$ cat src/rtl/heart_rate_meter_if.sv
// rtl/heart_rate_meter_if.sv - sensor-side and result signals of the heart-rate meter
interface heart_rate_meter_if;
   logic       pulse_in;
   logic [7:0] bpm;
   logic       bpm_valid;
   logic       beat;
   logic       no_signal;

   modport master (
      output pulse_in,
      input  bpm, bpm_valid, beat, no_signal
   );

   modport slave (
      input  pulse_in,
      output bpm, bpm_valid, beat, no_signal
   );
endinterface

$ cat src/rtl/heart_rate_meter.sv
// rtl/heart_rate_meter.sv - pulse sensor to beats-per-minute converter
// Synchronise/debounce, measure beat period in ms, divide 60000 by it.
module heart_rate_meter #(
   parameter int CLKS_PER_MS     = 50000,
   parameter int DEBOUNCE_CYCLES = 1000,
   parameter int MIN_PERIOD_MS   = 250,
   parameter int MAX_PERIOD_MS   = 3000
) (
   input logic               clk,
   input logic               reset,
   heart_rate_meter_if.slave hr
);
   localparam int PW = (CLKS_PER_MS > 1) ? $clog2(CLKS_PER_MS) : 1;
   localparam int DW = $clog2(DEBOUNCE_CYCLES + 1);
   localparam logic [PW-1:0] PRE_LAST = PW'(CLKS_PER_MS - 1);
   localparam logic [DW-1:0] DB_LAST  = DW'(DEBOUNCE_CYCLES - 1);
   localparam logic [11:0]   MIN_MS   = 12'(MIN_PERIOD_MS);
   localparam logic [11:0]   MAX_MS   = 12'(MAX_PERIOD_MS);
   localparam logic [15:0]   DIVIDEND = 16'd60000;

   typedef enum logic [1:0] {WAIT_FIRST, MEASURE, DIVIDE} state_t;

   logic          sync1_q, sync2_q;
   logic          filt_q, filt_prev_q;
   logic [DW-1:0] db_cnt_q;
   logic [PW-1:0] pre_q;
   logic [11:0]   ms_count_q;
   logic [11:0]   period_q;
   logic [11:0]   rem_q;
   logic [15:0]   quo_q;
   logic [4:0]    div_cnt_q;
   state_t        state_q;
   logic [7:0]    bpm_q;
   logic          bpm_valid_q, beat_q, no_signal_q;

   logic          ms_tick, cand;
   logic [12:0]   trial;
   logic          div_ge;
   logic [11:0]   rem_d;

   assign ms_tick = (pre_q == PRE_LAST);
   assign cand    = filt_q & ~filt_prev_q;
   assign trial   = {rem_q, quo_q[15]};
   assign div_ge  = (trial >= {1'b0, period_q});
   assign rem_d   = div_ge ? 12'(trial - {1'b0, period_q}) : trial[11:0];

   always_ff @(posedge clk) begin
      if (reset) begin
         sync1_q     <= 1'b0;
         sync2_q     <= 1'b0;
         filt_q      <= 1'b0;
         filt_prev_q <= 1'b0;
         db_cnt_q    <= '0;
         pre_q       <= '0;
      end else begin
         sync1_q     <= hr.pulse_in;
         sync2_q     <= sync1_q;
         filt_prev_q <= filt_q;
         // The level only follows the synced input after an unbroken run of disagreement.
         if (sync2_q == filt_q) begin
            db_cnt_q <= '0;
         end else if (db_cnt_q == DB_LAST) begin
            filt_q   <= sync2_q;
            db_cnt_q <= '0;
         end else begin
            db_cnt_q <= db_cnt_q + 1'b1;
         end
         pre_q <= ms_tick ? '0 : pre_q + 1'b1;
      end
   end

   always_ff @(posedge clk) begin
      if (reset) begin
         state_q     <= WAIT_FIRST;
         ms_count_q  <= '0;
         period_q    <= '0;
         rem_q       <= '0;
         quo_q       <= '0;
         div_cnt_q   <= '0;
         bpm_q       <= '0;
         bpm_valid_q <= 1'b0;
         beat_q      <= 1'b0;
         no_signal_q <= 1'b1;
      end else begin
         beat_q      <= 1'b0;
         bpm_valid_q <= 1'b0;
         if (ms_tick && (ms_count_q < MAX_MS)) begin
            ms_count_q <= ms_count_q + 1'b1;
         end
         case (state_q)
            WAIT_FIRST: begin
               if (cand) begin
                  beat_q     <= 1'b1;
                  ms_count_q <= '0;
                  state_q    <= MEASURE;
               end
            end
            MEASURE: begin
               // Timeout is checked first so a coincident edge is dropped.
               if (ms_count_q >= MAX_MS) begin
                  bpm_q       <= '0;
                  bpm_valid_q <= 1'b1;
                  no_signal_q <= 1'b1;
                  state_q     <= WAIT_FIRST;
               end else if (cand && (ms_count_q >= MIN_MS)) begin
                  beat_q     <= 1'b1;
                  period_q   <= ms_count_q;
                  ms_count_q <= '0;
                  rem_q      <= '0;
                  quo_q      <= DIVIDEND;
                  div_cnt_q  <= '0;
                  state_q    <= DIVIDE;
               end
            end
            DIVIDE: begin
               if (div_cnt_q != 5'd16) begin
                  rem_q     <= rem_d;
                  quo_q     <= {quo_q[14:0], div_ge};
                  div_cnt_q <= div_cnt_q + 1'b1;
               end else begin
                  bpm_q       <= (quo_q[15:8] != 8'd0) ? 8'hFF : quo_q[7:0];
                  bpm_valid_q <= 1'b1;
                  no_signal_q <= 1'b0;
                  state_q     <= MEASURE;
               end
            end
            default: state_q <= WAIT_FIRST;
         endcase
      end
   end

   assign hr.bpm       = bpm_q;
   assign hr.bpm_valid = bpm_valid_q;
   assign hr.beat      = beat_q;
   assign hr.no_signal = no_signal_q;
endmodule
$ cat src/flat_wrapper.sv
// flat-port wrapper written by rule: the top's interface ports become plain ports
module heart_rate_meter_flat 
#(
   parameter int CLKS_PER_MS     = 50000,
   parameter int DEBOUNCE_CYCLES = 1000,
   parameter int MIN_PERIOD_MS   = 250,
   parameter int MAX_PERIOD_MS   = 3000
)
  (clk, reset, hr_pulse_in, hr_bpm, hr_bpm_valid, hr_beat, hr_no_signal);
  heart_rate_meter_if hr_i ();
  input logic clk;
  input logic reset;
  input wire logic [$bits(hr_i.pulse_in)-1:0] hr_pulse_in;
  output wire logic [$bits(hr_i.bpm)-1:0] hr_bpm;
  output wire logic [$bits(hr_i.bpm_valid)-1:0] hr_bpm_valid;
  output wire logic [$bits(hr_i.beat)-1:0] hr_beat;
  output wire logic [$bits(hr_i.no_signal)-1:0] hr_no_signal;
  assign hr_i.pulse_in = hr_pulse_in;
  assign hr_bpm = hr_i.bpm;
  assign hr_bpm_valid = hr_i.bpm_valid;
  assign hr_beat = hr_i.beat;
  assign hr_no_signal = hr_i.no_signal;
  heart_rate_meter #(.CLKS_PER_MS(CLKS_PER_MS), .DEBOUNCE_CYCLES(DEBOUNCE_CYCLES), .MIN_PERIOD_MS(MIN_PERIOD_MS), .MAX_PERIOD_MS(MAX_PERIOD_MS)) u_core (.clk(clk), .reset(reset), .hr(hr_i));
endmodule
$ cat config.mk
export PLATFORM = sky130hd
export DESIGN_NAME = heart_rate_meter_flat
export DESIGN_NICKNAME = d
export VERILOG_FILES = /design/src/rtl/heart_rate_meter_if.sv /design/src/rtl/heart_rate_meter.sv /design/src/flat_wrapper.sv
export SDC_FILE = /design/constraint.sdc
export NUM_CORES = 1
export LEC_CHECK = 0
export BUFFER_PORTS_ARGS = -buffer_cell sky130_fd_sc_hd__buf_2
export CAP_MARGIN = 15
export CELL_PAD_IN_SITES_DETAIL_PLACEMENT = 2
export CELL_PAD_IN_SITES_GLOBAL_PLACEMENT = 2
export CORE_ASPECT_RATIO = 0.5
export CORE_MARGIN = 8
export CORE_UTILIZATION = 40
export CTS_BUF_LIST = sky130_fd_sc_hd__clkbuf_8
export DETAILED_ROUTE_END_ITERATION = 16
export PLACE_DENSITY = 0.87
export SLEW_MARGIN = 20
export SYNTH_ARGS = -nofsm -noshare
export SYNTH_HDL_FRONTEND = slang
export SYNTH_SLANG_ARGS = --single-unit
$ cat constraint.sdc
create_clock -name clk -period 2.8 [get_ports clk]
set_input_delay 0.14 -clock clk [delete_from_list [all_inputs] [get_ports clk]]
set_output_delay 0.14 -clock clk [all_outputs]
set_load 0.005 [all_outputs]
# After elaboration in Yosys (flattened, before gate mapping)

Cells that the tools add are included.

Word-level logic and storage cells: 91
Register bits after elaboration: 100
Bits of input ports: 3

Order comparisons: 4
Add/subtract/negate cells: 5
Bitwise operators: 4
Multiplexer cells: 37
Equal/unequal tests: 13
Reductions and logical operators: 12

Operator list:

| cell                                                                    | count |
|---|---|
| 12-bit 2-to-1 mux                                                       | 8 |
| 16-bit 2-to-1 mux                                                       | 3 |
| 12-bit one-hot mux with 2 select lines                                  | 2 |
| 16-bit one-hot mux with 2 select lines                                  | 1 |
| 8-bit 2-to-1 mux                                                        | 3 |
| 16-bit by 1-bit adder with 16-bit output (second input constant)        | 1 |
| 16-bit equality test (second input constant)                            | 1 |
| 8-bit one-hot mux with 2 select lines                                   | 1 |
| 5-bit 2-to-1 mux                                                        | 3 |
| 13-bit by 12-bit >= comparator with 1-bit output                        | 1 |
| 12-bit by 1-bit adder with 12-bit output (second input constant)        | 1 |
| 12-bit >= comparator (second input constant)                            | 1 |
| 12-bit by 8-bit >= comparator with 1-bit output (second input constant) | 1 |
| 12-bit less-than comparator (second input constant)                     | 1 |
| 12-bit subtractor                                                       | 1 |
| 10-bit by 1-bit adder with 10-bit output (second input constant)        | 1 |
| 10-bit equality test (second input constant)                            | 1 |
| 5-bit one-hot mux with 2 select lines                                   | 1 |
| 3-bit AND reduction                                                     | 3 |
| 2-bit 2-to-1 mux                                                        | 4 |
| 2-bit by 1-bit != test with 1-bit output (second input constant)        | 4 |
| 8-bit nonzero test                                                      | 1 |
| 1-bit 2-to-1 mux                                                        | 7 |
| 1-bit one-hot mux with 2 select lines                                   | 3 |
| other kinds (17)                                                        | 21 |

# Logic depth before layout (Yosys ltp)

Depth in word-level cells: 6
Gate-level depth with buffers: 10
Depth with buffers taken out: 9

# Least setup slack after synthesis

Ideal clock, no wire load.

Path kind: register to register
Start: reg u_core.period_q[10]
End: reg u_core.rem_q[3]
Setup slack: 0.446 ns
Library setup time: 0.122 ns
Arrival: 2.232 ns
Clock period less this slack: 2.354 ns
Cell stages (with the launch flop): 10
Path through: dfxtp_1 inv_1 ha_1 a21o_1 a211oi_1 nor2b_1 nor3b_2 buf_4 mux2i_1 o21ai_0

Cells in the longest elaborated chain, start to end: 4

Ends and longest elaborated chain:

| what                                             | RTL line                | source |
|---|---|---|
| start, declared                                  | heart_rate_meter.sv:28  | `logic [11:0] period_q;` |
| start signal, assigned                           | heart_rate_meter.sv:107 | `period_q <= ms_count_q;` |
| 13-bit by 12-bit >= comparator with 1-bit output | heart_rate_meter.sv:44  | `assign div_ge = (trial >= {1'b0, period_q});` |
| 12-bit 2-to-1 mux                                | heart_rate_meter.sv:45  | `assign rem_d = div_ge ? 12'(trial - {1'b0, period_q}) : trial[11:0];` |
| 12-bit 2-to-1 mux                                | heart_rate_meter.sv:116 | `if (div_cnt_q != 5'd16) begin` |
| 12-bit one-hot mux with 2 select lines           | heart_rate_meter.sv:90  | `case (state_q)` |
| end signal, assigned                             | heart_rate_meter.sv:117 | `rem_q <= rem_d;` |
| end, declared                                    | heart_rate_meter.sv:29  | `logic [11:0] rem_q;` |

Every way passes these cells. The select of a mux whose other input is x is not followed.
A chain may end at the register's enable or synchronous reset.

# Final worst setup path

Start: reg u_core.quo_q[15]
End: reg u_core.rem_q[10]

Cells in the longest elaborated chain, start to end: 4
Elaborated cells on any way between the ends: 5

Ends and longest elaborated chain:

| what                                                                                         | RTL line                                       | source |
|---|---|---|
| start, declared                                                                              | heart_rate_meter.sv:30                         | `logic [15:0] quo_q;` |
| start signal, assigned                                                                       | heart_rate_meter.sv:118                        | `quo_q <= {quo_q[14:0], div_ge};` |
| 12-bit subtractor / 13-bit by 12-bit >= comparator with 1-bit output (equally long branches) | heart_rate_meter.sv:45, heart_rate_meter.sv:44 |  |
| 12-bit 2-to-1 mux *                                                                          | heart_rate_meter.sv:45                         |  |
| 12-bit 2-to-1 mux *                                                                          | heart_rate_meter.sv:116                        |  |
| 12-bit one-hot mux with 2 select lines *                                                     | heart_rate_meter.sv:90                         |  |

Every way passes the cells marked *; elsewhere a longest branch is shown, timed or not. The select of a mux whose other input is x is not followed.

==> summary.md <==
| Metric | Value |
|---|---|
| Total track usage | 0.208 |
| Mapped Nets | 583 |
| Area growth, synth to finish | 11.5% |
| Antenna diodes | 0 |
| Pwr dens | 557 nW/um2 |
| CTS root buf | clkbuf_8 |
| Worst Slack Setup Final | -0.558 ps |
| TritonCTS clock tree | done |
| Setup crit end kind | register |
| Slew Limit Fails | 0 |
| VDD IR-drop max | 0.000316 V |
| Max-slew headroom | 0.630 |
| Critical R2R Capture | u_core.rem_q[10] |
| Failing checks | negative setup slack |
| Final setup violation count | 1 |
| DP HPWL | 9570 um |
| Largest net degree at the start of global routing | 29 |
| Worst Setup SP | u_core.quo_q[15] |
| Combinational power share | 0.084 |
| Clk pwr share | 0.424 |
| Max Freq | 357 MHz |
| #FFs+latches synth | 100 |
| Non-filler cells, final | 739 |
| Synth cell types | 62 |
| Vias after detailed routing | 4,257 |
| Warnings from Yosys | 0 |
| Proportion of layout cells with a drive suffix above 1 | 0.0941 |
| Synthesized area per cell | 8.63 um2 |
| Sequential share of the synthesized area | 0.416 |
| Die width | 171 um |
| Synth Instances | 557 |
| Tot Pwr | 2.98 mW |
| Leak Pwr | 1.99 nW |
| Reg2Reg Launch Point | u_core.quo_q[15] |
| EDFF count, synth | 0 |
| Ys async rst share | 0 |
| Min-delay worst type | in -> reg |
| WL per Instance | 22.3 um |
| Setup Buffers After CTS | 0 |
| Synth Flop Type | dfxtp_1 |
| Clock latency on the worst-skew pair | 400 ps |
| IO Pins | 14 |
| Remaining global-route overflow | 0 |
| Final period utilization | 1.00 |
| CP Max Fanout | 3 |
| Vert. Die Dim | 93.5 um |
| Switch share | 0.262 |
| Buffers on Ports | 13 |
| Mapped cell area | 4810 um2 |
| Min-delay src | hr_pulse_in |
| DR pass1 iterations | 5 |
| Actual slew at the worst max-slew pin | 556 ps |
| Die area | 16,000 um2 |
| Starting density of the core | 0.409 |
| First-pass GRT wire length | 26,200 um |
| Critical path class | reg -> reg |
| Net Sw Power | 783 uW |
| DRT antenna net count | 0 |
| Clock sink count | 100 |
| Clk buf depth | 2 |
| Site Rows | 28 |
| Final Skew | 26.3 ps |
| # fillers | 1,304 |
| Synth top area share | 0.416 |
| End point of the critical path | u_core.rem_q[10] |
| Area of the multi-input gates | 2630 um2 |
| Routed WL | 16,400 um |
| Clock-pin slew on the worst setup and hold paths | 130 ps |
| Final Hold Viols | 0 |
| Startpoint Class | register |
| Placed Cells | 723 |
| Min Hold Slack | 9.62 ps |
| CTS hold repair buffers | 0 |
| Crit path time final | 2800 ps |
| Core area | 11,800 um2 |
| Setup WS pre-CTS | 19.4 ps |
| Initial antenna violation count | 0 |
| MaxCap Viol Count | 0 |
| H-tree level count | 3 |
| Status | finished, violations left |
| Vias in the first global route | 4,795 |
| CTS Buf Count | 9 |
| Reg area | 2000 um2 |
| Post-synth top area cell | dfxtp_1 |
| DRC viols | 0 |
| 1st-iter DRT viols | 131 |
| Sequential power share | 0.492 |
| Vias/cell | 5.76 |
| Internal Dissipation | 2.20 mW |
| CP Data Arrival Time | 3060 ps |
| Req. time, crit path | 3060 ps |
| Final nets | 595 |
| GP Congestion | 0.765 |
| Largest cells by area after synthesis | dfxtp_1, ha_1, nor2_1, mux2i_1, nand2_1 |
| Worst reg-to-reg setup slack | -0.6 ps |
| R2R depth | 9 |
## kinds of logic (layout without fill, tap and decap cells)
| logic type | Yosys count | in the layout | share of synthesized area |
|---|---|---|---|
| simple gates | 225 | 225 | 0.234 |
| xor+xnor | 35 | 35 | 0.0637 |
| mux | 21 | 21 | 0.0440 |
| fa+ha+maj | 23 | 23 | 0.0614 |
| buf+inv | 53 | 70 | 0.0455 |
| compound gates | 100 | 100 | 0.135 |
| flops | 100 | 100 | 0.416 |
## worst max-delay path, stage by stage (launching register included)
cell and delay (ps):
dfxtp_1 410, inv_1 90, ha_1 250, fa_1 430
nand2b_1 220, a21oi_1 290, a2111oi_2 130, o21ai_0 370
a311oi_1 160, o31ai_1 330
## how the worst min path moves through the flow
stage,slack [ps],depth (start not counted),end
global route,20,2,u_core.sync1_q
floorplan,270,1,u_core.sync1_q
CTS,6,2,u_core.sync1_q
global placement,350,2,u_core.sync1_q
finish,10,2,u_core.sync1_q
detailed placement,360,2,u_core.sync1_q
## per-layer routing
layer,wire length (um),up-vias,GRT usage
li1,-,1974,-
met1,6830,2135,0.225
met2,8360,106,0.379
met3,803,42,0.0584
met4,441,0,0.0891
met5,0,-,0
## sequential cells by signal (all words and copies together), names as in the netlist
register	flops
u_core.rem_q	12
u_core.filt_prev_q	1
u_core.ms_count_q	12
u_core.sync1_q	1
u_core.db_cnt_q	10
u_core.quo_q	16
u_core.hr.bpm_valid	1
u_core.pre_q	16
u_core.period_q	12
u_core.state_q	2
u_core.div_cnt_q	5
u_core.hr.bpm	8
u_core.hr.beat	1
u_core.sync2_q	1
u_core.hr.no_signal	1
u_core.filt_q	1
## power by group through the flow
| stage | Clock (mW) | Combinational, mW | Sequential (mW) |
|---|---|---|---|
| 6_report | 1.27 | 0.249 | 1.47 |
| 5_1_grt | 1.33 | 0.273 | 1.47 |
| 4_1_cts | 1.28 | 0.246 | 1.47 |
| 3_5_place_dp | 0 | 0.230 | 1.49 |
| 3_3_place_gp | 0 | 0.214 | 1.49 |
| 2_1_floorplan | 0 | 0.158 | 1.49 |
## what timing repair did
action,4_1_cts,5_1_grt
resized for setup,4,4
pin swaps,0,0
cloned,0,0
endpoints found under the setup margin,3,6
## stage by stage
step	TNS, ps	utilization	cell area, um2
2_1_floorplan	0	-	4810
3_3_place_gp	0	0.429	5050
3_5_place_dp	0	0.429	5050
4_1_cts	0	0.454	5340
5_1_grt	-60.1	0.455	5360
6_report	-0.558	0.455	5360
## cell usage after synthesis, types with 3 or more instances
library cell  instances
buf_4                 4
o21ai_1               5
a21oi_1              28
inv_1                33
and3_1               16
nand4_1              11
nand2b_1              5
a21o_1                3
nand3_1              29
or3_1                 8
ha_1                 22
buf_2                 4
o31ai_1               3
clkbuf_1             10
nor2_1               68
a32oi_1               3
xnor2_1              15
dfxtp_1             100
nand4b_1              3
nand2_1              50
mux2i_1              20
o211ai_1              3
o21ai_0              20
and2_1                5
a311oi_1              9
a211oi_1              3
a31oi_1               6
nor4_1                4
nor2b_1               8
xor2_1               20
## area by class of cell
type                            instances  share of cell area
Clock buffer                            9              0.0231
Clock inverter                          7              0.0271
Inverter                               33              0.0231
Multi-Input combinational cell        404               0.491
Sequential cell                       100               0.373
Tap cell                              165              0.0385
Timing Repair Buffer                   21              0.0240
## layout by cell type, fill, tap and decap left out, types with 20 or more instances in the layout
master and instances:
xor2_1 20, ha_1 22, inv_1 33, dfxtp_1 100, mux2i_1 20, nand3_1 29
a21oi_1 28, nor2_1 68, o21ai_0 20, nand2_1 50
Power figures use the tool's default switching activity.
